**src/rtl/dx_pkg.sv**
```systemverilog
// Shared definitions for the D/X hazard controller and the bypass unit.
// Contents: instruction field slices, opcode/aluop encodings, the
// multdiv handshake state type and small decode predicates.
package dx_pkg;

  localparam logic [4:0] OP_RTYPE = 5'b00000;
  localparam logic [4:0] OP_BNE   = 5'b00010;
  localparam logic [4:0] OP_JR    = 5'b00100;
  localparam logic [4:0] OP_ADDI  = 5'b00101;
  localparam logic [4:0] OP_BLT   = 5'b00110;
  localparam logic [4:0] OP_SW    = 5'b00111;
  localparam logic [4:0] OP_LW    = 5'b01000;
  localparam logic [4:0] OP_BEX   = 5'b10110;

  localparam logic [4:0] ALU_MUL  = 5'b00110;
  localparam logic [4:0] ALU_DIV  = 5'b00111;

  // bex tests the status register
  localparam logic [4:0] REG_STATUS = 5'd30;

  typedef enum logic [1:0] {
    MD_IDLE = 2'd0,
    MD_BUSY = 2'd1,
    MD_DONE = 2'd2
  } md_state_t;

  function automatic logic [4:0] f_op(input logic [31:0] ir);
    return ir[31:27];
  endfunction

  function automatic logic [4:0] f_rd(input logic [31:0] ir);
    return ir[26:22];
  endfunction

  function automatic logic [4:0] f_rs(input logic [31:0] ir);
    return ir[21:17];
  endfunction

  function automatic logic [4:0] f_rt(input logic [31:0] ir);
    return ir[16:12];
  endfunction

  function automatic logic [4:0] f_aluop(input logic [31:0] ir);
    return ir[6:2];
  endfunction

  function automatic logic is_mul(input logic [31:0] ir);
    return (f_op(ir) == OP_RTYPE) && (f_aluop(ir) == ALU_MUL);
  endfunction

  function automatic logic is_div(input logic [31:0] ir);
    return (f_op(ir) == OP_RTYPE) && (f_aluop(ir) == ALU_DIV);
  endfunction

  function automatic logic is_lw(input logic [31:0] ir);
    return f_op(ir) == OP_LW;
  endfunction

endpackage

```
**src/rtl/dx_hazard_ctrl_if.sv**
```systemverilog
// Signal bundle between the pipeline (master) and the D/X hazard
// controller (slave): the two instruction words, branch outcome,
// multdiv result strobe, and all latch-control / multdiv outputs.
interface dx_hazard_ctrl_if;
  logic [31:0] d_ir;
  logic [31:0] x_ir;
  logic        x_branch_taken;
  logic        md_result_rdy;
  logic        stall_fd;
  logic        flush_fd;
  logic        dx_enable;
  logic        dx_insert_nop;
  logic        xm_insert_nop;
  logic        md_start_mult;
  logic        md_start_div;
  logic        md_busy;
  logic        md_timeout;

  modport master (
    output d_ir, x_ir, x_branch_taken, md_result_rdy,
    input  stall_fd, flush_fd, dx_enable, dx_insert_nop, xm_insert_nop,
           md_start_mult, md_start_div, md_busy, md_timeout
  );

  modport slave (
    input  d_ir, x_ir, x_branch_taken, md_result_rdy,
    output stall_fd, flush_fd, dx_enable, dx_insert_nop, xm_insert_nop,
           md_start_mult, md_start_div, md_busy, md_timeout
  );
endinterface

```
**src/rtl/dx_src_decode.sv**
```systemverilog
// Source-register decode for an instruction in Decode.
// Ports: ir (in, 32) instruction; src_a/src_b (out, 5) register numbers;
// src_a_vld/src_b_vld (out) the slot is read and is not r0.
// Shared with the bypass unit.
module dx_src_decode
  import dx_pkg::*;
(
  input  logic [31:0] ir,
  output logic [4:0]  src_a,
  output logic [4:0]  src_b,
  output logic        src_a_vld,
  output logic        src_b_vld
);

  logic a_rd, b_rd;

  always_comb begin
    src_a = '0;
    src_b = '0;
    a_rd  = 1'b0;
    b_rd  = 1'b0;
    unique case (f_op(ir))
      OP_RTYPE: begin
        src_a = f_rs(ir); a_rd = 1'b1;
        src_b = f_rt(ir); b_rd = 1'b1;
      end
      OP_ADDI, OP_LW: begin
        src_a = f_rs(ir); a_rd = 1'b1;
      end
      // stores and compares read rd as a data source
      OP_SW, OP_BNE, OP_BLT: begin
        src_a = f_rd(ir); a_rd = 1'b1;
        src_b = f_rs(ir); b_rd = 1'b1;
      end
      OP_JR: begin
        src_a = f_rd(ir); a_rd = 1'b1;
      end
      OP_BEX: begin
        src_a = REG_STATUS; a_rd = 1'b1;
      end
      default: ;
    endcase
    // r0 is hardwired zero, so it can never carry a dependence
    src_a_vld = a_rd && (src_a != 5'd0);
    src_b_vld = b_rd && (src_b != 5'd0);
  end

endmodule

```
**src/rtl/dx_hazard_ctrl.sv**
```systemverilog
// D/X hazard controller: decides each cycle whether the D/X latch loads,
// holds or takes a bubble, whether F/D stalls or flushes, and whether X/M
// takes a bubble. Handles load-use stalls, multi-cycle mult/div issue with
// a watchdog, and taken-branch flush.
// Ports: clock, reset (sync, active-high); bus (slave modport) carrying
// d_ir, x_ir, x_branch_taken, md_result_rdy in and stall_fd, flush_fd,
// dx_enable, dx_insert_nop, xm_insert_nop, md_start_mult, md_start_div,
// md_busy, md_timeout out.
module dx_hazard_ctrl
  import dx_pkg::*;
#(
  parameter int MD_MAX_CYCLES = 40,
  parameter int CNT_W         = 6
)(
  input  logic           clock,
  input  logic           reset,
  dx_hazard_ctrl_if.slave bus
);

  localparam logic [CNT_W-1:0] CNT_LAST = CNT_W'(MD_MAX_CYCLES - 1);

  md_state_t        state, state_nxt;
  logic [CNT_W-1:0] cnt, cnt_nxt;
  logic             timeout, timeout_nxt;

  logic [4:0] src_a, src_b;
  logic       src_a_vld, src_b_vld;
  logic       load_use, x_mul, x_div;

  logic stall_fd, flush_fd, dx_enable, dx_insert_nop, xm_insert_nop;
  logic start_mult, start_div;

  dx_src_decode u_src (
    .ir        (bus.d_ir),
    .src_a     (src_a),
    .src_b     (src_b),
    .src_a_vld (src_a_vld),
    .src_b_vld (src_b_vld)
  );

  assign x_mul = is_mul(bus.x_ir);
  assign x_div = is_div(bus.x_ir);

  assign load_use = is_lw(bus.x_ir) && (f_rd(bus.x_ir) != 5'd0) &&
                    ((src_a_vld && (src_a == f_rd(bus.x_ir))) ||
                     (src_b_vld && (src_b == f_rd(bus.x_ir))));

  always_ff @(posedge clock) begin
    if (reset) begin
      state   <= MD_IDLE;
      cnt     <= '0;
      timeout <= 1'b0;
    end else begin
      state   <= state_nxt;
      cnt     <= cnt_nxt;
      timeout <= timeout_nxt;
    end
  end

  always_comb begin
    state_nxt     = state;
    cnt_nxt       = cnt;
    timeout_nxt   = timeout;
    stall_fd      = 1'b0;
    flush_fd      = 1'b0;
    dx_enable     = 1'b1;
    dx_insert_nop = 1'b0;
    xm_insert_nop = 1'b0;
    start_mult    = 1'b0;
    start_div     = 1'b0;

    unique case (state)
      MD_IDLE: begin
        cnt_nxt = '0;
        if (x_mul || x_div) begin
          start_mult    = x_mul;
          start_div     = x_div;
          stall_fd      = 1'b1;
          dx_enable     = 1'b0;
          xm_insert_nop = 1'b1;
          state_nxt     = MD_BUSY;
        end
      end
      MD_BUSY: begin
        stall_fd      = 1'b1;
        dx_enable     = 1'b0;
        xm_insert_nop = 1'b1;
        cnt_nxt       = cnt + 1'b1;
        if (bus.md_result_rdy) begin
          state_nxt = MD_DONE;
        end else if (cnt == CNT_LAST) begin
          // Abort: the mul/div leaves X with a NOP behind it in X/M, so the
          // pipeline is released here rather than re-issuing from IDLE.
          timeout_nxt = 1'b1;
          cnt_nxt     = '0;
          state_nxt   = MD_IDLE;
          stall_fd    = 1'b0;
          dx_enable   = 1'b1;
        end
      end
      MD_DONE: begin
        // result captured into X/M; mul/div still in x_ir but must not re-issue
        cnt_nxt   = '0;
        state_nxt = MD_IDLE;
      end
      default: begin
        cnt_nxt   = '0;
        state_nxt = MD_IDLE;
      end
    endcase

    // Branch flush overrides load-use: the dependent instruction is squashed.
    if (bus.x_branch_taken) begin
      flush_fd      = 1'b1;
      dx_insert_nop = 1'b1;
      stall_fd      = 1'b0;
    end else if (load_use) begin
      stall_fd      = 1'b1;
      dx_enable     = 1'b1;
      dx_insert_nop = 1'b1;
    end
  end

  assign bus.stall_fd      = stall_fd;
  assign bus.flush_fd      = flush_fd;
  assign bus.dx_enable     = dx_enable;
  assign bus.dx_insert_nop = dx_insert_nop;
  assign bus.xm_insert_nop = xm_insert_nop;
  assign bus.md_start_mult = start_mult;
  assign bus.md_start_div  = start_div;
  assign bus.md_busy       = (state == MD_BUSY);
  assign bus.md_timeout    = timeout;

endmodule
```
**src/flat_wrapper.sv**
```systemverilog
// flat-port wrapper written by rule: the top's interface ports become plain ports
module dx_hazard_ctrl_flat import dx_pkg::*;
#(
  parameter int MD_MAX_CYCLES = 40,
  parameter int CNT_W         = 6
)
  (clock, reset, bus_d_ir, bus_x_ir, bus_x_branch_taken, bus_md_result_rdy, bus_stall_fd, bus_flush_fd, bus_dx_enable, bus_dx_insert_nop, bus_xm_insert_nop, bus_md_start_mult, bus_md_start_div, bus_md_busy, bus_md_timeout);
  dx_hazard_ctrl_if bus_i ();
  input  logic clock;
  input  logic reset;
  input wire logic [$bits(bus_i.d_ir)-1:0] bus_d_ir;
  input wire logic [$bits(bus_i.x_ir)-1:0] bus_x_ir;
  input wire logic [$bits(bus_i.x_branch_taken)-1:0] bus_x_branch_taken;
  input wire logic [$bits(bus_i.md_result_rdy)-1:0] bus_md_result_rdy;
  output wire logic [$bits(bus_i.stall_fd)-1:0] bus_stall_fd;
  output wire logic [$bits(bus_i.flush_fd)-1:0] bus_flush_fd;
  output wire logic [$bits(bus_i.dx_enable)-1:0] bus_dx_enable;
  output wire logic [$bits(bus_i.dx_insert_nop)-1:0] bus_dx_insert_nop;
  output wire logic [$bits(bus_i.xm_insert_nop)-1:0] bus_xm_insert_nop;
  output wire logic [$bits(bus_i.md_start_mult)-1:0] bus_md_start_mult;
  output wire logic [$bits(bus_i.md_start_div)-1:0] bus_md_start_div;
  output wire logic [$bits(bus_i.md_busy)-1:0] bus_md_busy;
  output wire logic [$bits(bus_i.md_timeout)-1:0] bus_md_timeout;
  assign bus_i.d_ir = bus_d_ir;
  assign bus_i.x_ir = bus_x_ir;
  assign bus_i.x_branch_taken = bus_x_branch_taken;
  assign bus_i.md_result_rdy = bus_md_result_rdy;
  assign bus_stall_fd = bus_i.stall_fd;
  assign bus_flush_fd = bus_i.flush_fd;
  assign bus_dx_enable = bus_i.dx_enable;
  assign bus_dx_insert_nop = bus_i.dx_insert_nop;
  assign bus_xm_insert_nop = bus_i.xm_insert_nop;
  assign bus_md_start_mult = bus_i.md_start_mult;
  assign bus_md_start_div = bus_i.md_start_div;
  assign bus_md_busy = bus_i.md_busy;
  assign bus_md_timeout = bus_i.md_timeout;
  dx_hazard_ctrl #(.MD_MAX_CYCLES(MD_MAX_CYCLES), .CNT_W(CNT_W)) u_core (.clock(clock), .reset(reset), .bus(bus_i));
endmodule
```
**config.mk**
```make
export PLATFORM = sky130hd
export DESIGN_NAME = dx_hazard_ctrl_flat
export DESIGN_NICKNAME = d
export VERILOG_FILES = /design/src/rtl/dx_pkg.sv /design/src/rtl/dx_hazard_ctrl_if.sv /design/src/rtl/dx_src_decode.sv /design/src/rtl/dx_hazard_ctrl.sv /design/src/flat_wrapper.sv
export SDC_FILE = /design/constraint.sdc
export NUM_CORES = 1
export LEC_CHECK = 0
export ABC_CLOCK_PERIOD_IN_PS = 5700
export CORE_ASPECT_RATIO = 0.8
export CORE_MARGIN = 5
export CORE_UTILIZATION = 34
export DETAILED_ROUTE_END_ITERATION = 6
export PLACE_DENSITY = 0.86
export REMOVE_ABC_BUFFERS = 1
export SYNTH_ARGS = -nofsm -noshare
export SYNTH_HDL_FRONTEND = slang
export SYNTH_HIERARCHICAL = 1
export SYNTH_SLANG_ARGS = --single-unit
```
**constraint.sdc**
```tcl
create_clock -name clock -period 5.7 [get_ports clock]
set_input_delay 0.855 -clock clock [delete_from_list [all_inputs] [get_ports clock]]
set_output_delay 0.855 -clock clock [all_outputs]
set_load 0.01 [all_outputs]
```
* Word level (Yosys, flattened, before mapping) *
Cells that the tools add are included.

storage, ports and cells
  latch bits = 0
  ROM bits = 0
  RAM bits = 0
  bits of input ports = 68
  bits in registers = 9
  memories kept = 0

cells by class
  $lt $le $gt $ge = 0
  reductions and logical operators = 24
  muxes and demuxes = 30
  div/mod/pow operators = 0
  $add $sub $neg = 1
  $mul = 0
  shift-type cells = 0
  bitwise operators = 2
  equal/unequal tests = 16

operators with widths
  cell                   number
  $eq A5 B3 Y1 const B   6
  $mux W1                19
  $pmux W5 S3            1
  $reduce_bool A5 Y1     3
  $mux W6                2
  $eq A5 B4 Y1 const B   2
  $eq A5 B5 Y1           2
  $logic_not A5 Y1       2
  $pmux W5 S2            1
  $logic_and A1 B1 Y1    8
  $reduce_or A4 Y1       2
  $reduce_or A8 Y1       1
  $add A6 B1 Y6 const B  1
  $eq A6 B6 Y1 const B   1
  $mux W2                3
  $pmux W1 S2            3
  $reduce_or A3 Y1       2
  $eq A5 B2 Y1 const B   1
  $eq A5 B5 Y1 const B   1
  $pmux W2 S2            1
  $ne A3 B2 Y1 const B   1
  $reduce_and A3 Y1      1
  $eq A2 B1 Y1 const B   1
  $logic_not A2 Y1       1
  other kinds (5)        7

* Logic depth before layout (Yosys ltp) *
  word-level depth = 10
  depth in mapped cells = 8

* Modules after synthesis *
Netlist, hierarchy kept.

modules (own cells, without submodules)
  module          cells each  area each (µm²)  sequential area each (µm²)  times used
  dx_hazard_ctrl  71          613.1            180.2                       1
  dx_src_decode   35          257.7            0.0                         1

* Worst setup path after synthesis *
No wires, ideal clock.

  path type = input to output
  from = input bus_d_ir[31]
  to = output bus_dx_enable
  data required time = 4.845 ns
  stages on the path = 8
  slack = 2.494 ns
  arrival time = 2.351 ns
  path through = or2_4 > a2111oi_4 > a22oi_1 > nand2_1 > xor2_1 > nor4_1 > a32oi_1 > o21bai_1

on the way
  longest elaborated chain between the ends = 10

RTL lines
  what                                                                   RTL line               RTL
  start, declared                                                        flat_wrapper.sv:11     input wire logic [$bits(bus_i.d_ir)-1:0] bus_d_ir;
  $eq A5 B3 Y1, or another cell as far along                             dx_src_decode.sv:22    unique case (f_op(ir))
  $reduce_or A4 Y1 (no source line) or $reduce_or A3 Y1 (tied branches)  -
  $pmux W5 S3 *                                                          dx_src_decode.sv:22
  named net u_core.src_a[3]                                              dx_hazard_ctrl.sv:26   logic [4:0] src_a, src_b;
  $reduce_bool A5 Y1                                                     dx_src_decode.sv:44    src_a_vld = a_rd && (src_a != 5'd0);
  $logic_and A1 B1 Y1                                                    dx_src_decode.sv:44
  $logic_and A1 B1 Y1 *                                                  dx_hazard_ctrl.sv:45   ((src_a_vld && (src_a == f_rd(bus.x_ir))) ||
  $logic_or A1 B1 Y1 *                                                   dx_hazard_ctrl.sv:45
  $logic_and A1 B1 Y1 *                                                  dx_hazard_ctrl.sv:44   assign load_use = is_lw(bus.x_ir) && (f_rd(bus.x_ir) != 5'd0) &&
  $mux W1 *                                                              dx_hazard_ctrl.sv:117  end else if (load_use) begin
  $mux W1 *                                                              dx_hazard_ctrl.sv:113  if (bus.x_branch_taken) begin
  end, declared                                                          flat_wrapper.sv:17     output wire logic [$bits(bus_i.dx_enable)-1:0] bus_dx_enable;

Mark *: on every way through the listed nets, which the timed path passes. The rest lies on a longest branch.

* Worst setup path in the final report *
  from = input bus_d_ir[27]
  to = output bus_dx_enable

The elaborated chain is that of the path after synthesis.

==> summary.txt <==
Power and ir drop
  – Internal power: 0.1242 mW
  – Comb pwr share: 34.0%
  – Clock power share: 28.2%
  – Sequential share of power: a little under two fifths
  – Power per cell area: 119.0 nW/µm²
  – Total power: ~0.17 mW
  – Maximum VDD drop: about 0.060 mV
  – Pleak: just over 0.5 nW
  – Psw: 0.04258 mW
  – Sw Ratio: approximately 26%

Detailed routing
  – First-pass iteration count of the detailed router: 4
  – ANT nets after route: 0
  – WL per Instance: around 14 µm
  – Initial DRC Count: slightly below 50
  – DR vias/cell: about 5.2
  – Routed wire length: about 2700 µm
  – Post-route DRC: 0
  – Vias: approximately 1000

Worst setup path
  – CP max FO: 6
  – CP endpoint kind: output port
  – Worst r2r src: u_core/cnt[0]
  – Reg-to-Reg End: u_core/cnt[5]
  – R2R depth: 5
  – Crit path DAT: ~3.6 ns
  – Crit start category: input port
  – CP Launch Point: bus_d_ir[27]
  – CP required: around 4.9 ns
  – Reg2Reg Setup Slack: ~4.4 ns
  – Setup CP Type: in2out
  – CP Capture Point: bus_dx_enable

STA
  – Final Hold Fails: 0
  – Worst slew pin tran: around 0.47 ns
  – Fin crit share: between 70% and 80%
  – Slew headroom: approximately 69%
  – RSZ-0062 raised after global routing: false
  – Final worst path period need: between 4 and 5 ns
  – Final setup TNS: 0 ns
  – Slew Viols, Final: 0
  – Layout Skew: ~0.0025 ns
  – Fmax: 226.2 MHz
  – Final Setup Violations: 0

CTS
  – TritonCTS Buffers: 3
  – Root Driver: clkbuf_4
  – Setup bufs post-CTS: 0
  – Reg clk slew, reported paths: approximately 0.06 ns
  – CTS tree: built
  – Clock sink total: 9
  – Clk_lat worst skew: between 0.2 and 0.3 ns
  – H-Tree Depth: 1
  – CTS max path bufs: 2
  – Post-cts resize count: 0
  – # hold bufs at CTS: 0

Final layout
  – Final Instance Area: about 1400 µm²
  – Layout fillers: 220
  – Diodes inserted: 0
  – Share of layout cells above drive strength 1: roughly 8.4%
  – Final Net Count: 225
  – P&R area growth vs syn: 60.92%

Floorplanning
  – Die Span Y: around 55 µm
  – Chip Width: roughly 67 µm
  – I/O Pins: 77
  – Row cnt: 16
  – CORE AREA: 2442 µm²
  – Initial core utilization: 35.66%
  – Die area: around 3700 µm²

Yosys
  – Seq/Total Area, Yosys: about 21%
  – Synth area leaders: dfxtp_1 21%, xor2_1 10%, a22o_1 6.0%
  – Synthesized area per cell: roughly 8.2 µm²
  – Most common cell in the netlist: nor2_1
  – Leading area contributor after synthesis: dfxtp_1
  – Asr flop ratio synth: 0%
  – Primary FF master, synth: dfxtp_1
  – Commonest cells post-synth: 11 x nor2_1, 10 x nand2_1, 10 x xor2_1
  – Mapped Cells: between 100 and 150
  – Post-synth EDFFs: 0
  – Synthesized area: 870.8 µm²
  – Syn. warnings: 6
  – #FFs+latches synth: 9
  – Netlist cell types: 39
  – Synth top area share: slightly above 20%

Global routing
  – First-pass GRT wire length: approximately 4300 µm
  – Largest net degree at the start of global routing: 9
  – Vias in the first global route: roughly 980
  – GR Util met2: 26.13%
  – Grt met3 use: 1.217%
  – Initial antenna violation count: 0
  – Most Crowded Layer GR: met2
  – Total GRT Usage: between 10% and 20%
  – Grt total ovfl: 0
  – Routing usage on met1: 17.34%

Placement
  – Input/output buffers: 47
  – Gp weighted congestion: 0.9269
  – Placement Cell Area: 1375 µm²
  – Hpwl dp: around 2300 µm

Run
  – Maxcap violations: 0

Worst hold path
  – Hold_sp: u_core/cnt[0]
  – Hold Crit Class: reg2reg

Outcome
  – Status: complete, no violations
-- kinds of logic (layout without fill, tap and decap cells) --
logic type | count (synthesis) | in the layout | synth area share, %
buf+inv | 6 | 55 | 3.017
flops | 9 | 9 | 20.69
compound gates | 23 | 23 | 21.84
xor+xnor | 14 | 14 | 14.08
simple gates | 53 | 53 | 38.94
fa+ha+maj | 1 | 1 | 1.437
-- critical path, cell delays in order --
cell and delay [ns]:
clkdlybuf4s50_1 0.50, nor2b_1 0.22, a2111oi_4 0.51, a22oi_1 0.15, nand2_1 0.13, xor2_1 0.07, nor4_1 0.26, a32oi_1 0.13
o21bai_1 0.18, clkdlybuf4s50_1 0.56
-- state kept, by name (all words and copies together), names as in the netlist --
name and count:
u_core/bus.md_timeout 1, u_core/cnt 6, u_core/state 2
-- worst min-delay path by stage --
stage / to / slack (ns) / depth (start not counted)
2_1_floorplan: u_core/cnt[0] / 0.42 / 1
3_3_place_gp: u_core/cnt[0] / 0.43 / 1
3_5_place_dp: u_core/cnt[0] / 0.45 / 1
4_1_cts: u_core/cnt[0] / 0.46 / 1
5_1_grt: u_core/cnt[0] / 0.48 / 1
6_report: u_core/cnt[0] / 0.46 / 1
-- metrics by stage --
step | hold slack, ns | utilization (%) | setup slack, ns | cells
floorplan | 0.4169 | - | 2.494 | 104
finish | 0.4574 | 57.38 | 1.280 | 191
detailed placement | 0.4452 | 56.30 | 1.315 | 187
global placement | 0.4287 | 56.30 | 1.319 | 187
CTS | 0.4572 | 57.38 | 1.309 | 191
global route | 0.4785 | 57.38 | 1.040 | 191
-- cell usage in the layout (no fill, tap or decap), types with 2 or more instances in the layout --
cell,instances
a21oi_1,2
a22o_1,6
a22oi_1,4
clkbuf_4,3
clkdlybuf4s50_1,47
dfxtp_1,9
inv_1,4
nand2_1,10
nand2b_1,2
nand3_1,5
nor2_1,11
nor3_1,4
nor3_2,2
nor4_1,2
nor4_4,2
o21ai_0,2
o21ai_1,2
o21bai_1,2
or4_1,3
xnor2_1,4
xor2_1,10
-- power groups by stage --
stage / registers, mW / logic [mW] / clock network [mW]
floorplan: 0.0643 / 0.0182 / 0
global placement: 0.0643 / 0.0547 / 0
detailed placement: 0.0643 / 0.0563 / 0
CTS: 0.0629 / 0.0566 / 0.0486
global route: 0.0629 / 0.0609 / 0.0521
finish: 0.0629 / 0.0568 / 0.0471
-- area by class of cell --
| type | count | area (µm²) | share of cell area, % |
|---|---|---|---|
| Clock buffer | 4 | 26.28 | 1.875 |
| Inverter | 4 | 15.01 | 1.071 |
| Multi-Input combinational cell | 91 | 664.4 | 47.41 |
| Sequential cell | 9 | 180.2 | 12.86 |
| Tap cell | 36 | 45.04 | 3.214 |
| Timing Repair Buffer | 47 | 470.5 | 33.57 |
-- routing by layer --
metal	part of all wire, %	vias up
met5	0	-
met4	0.37	0
met2	53	26
met1	42	475
li1	-	492
met3	5.0	2
Power figures use the tool's default switching activity.
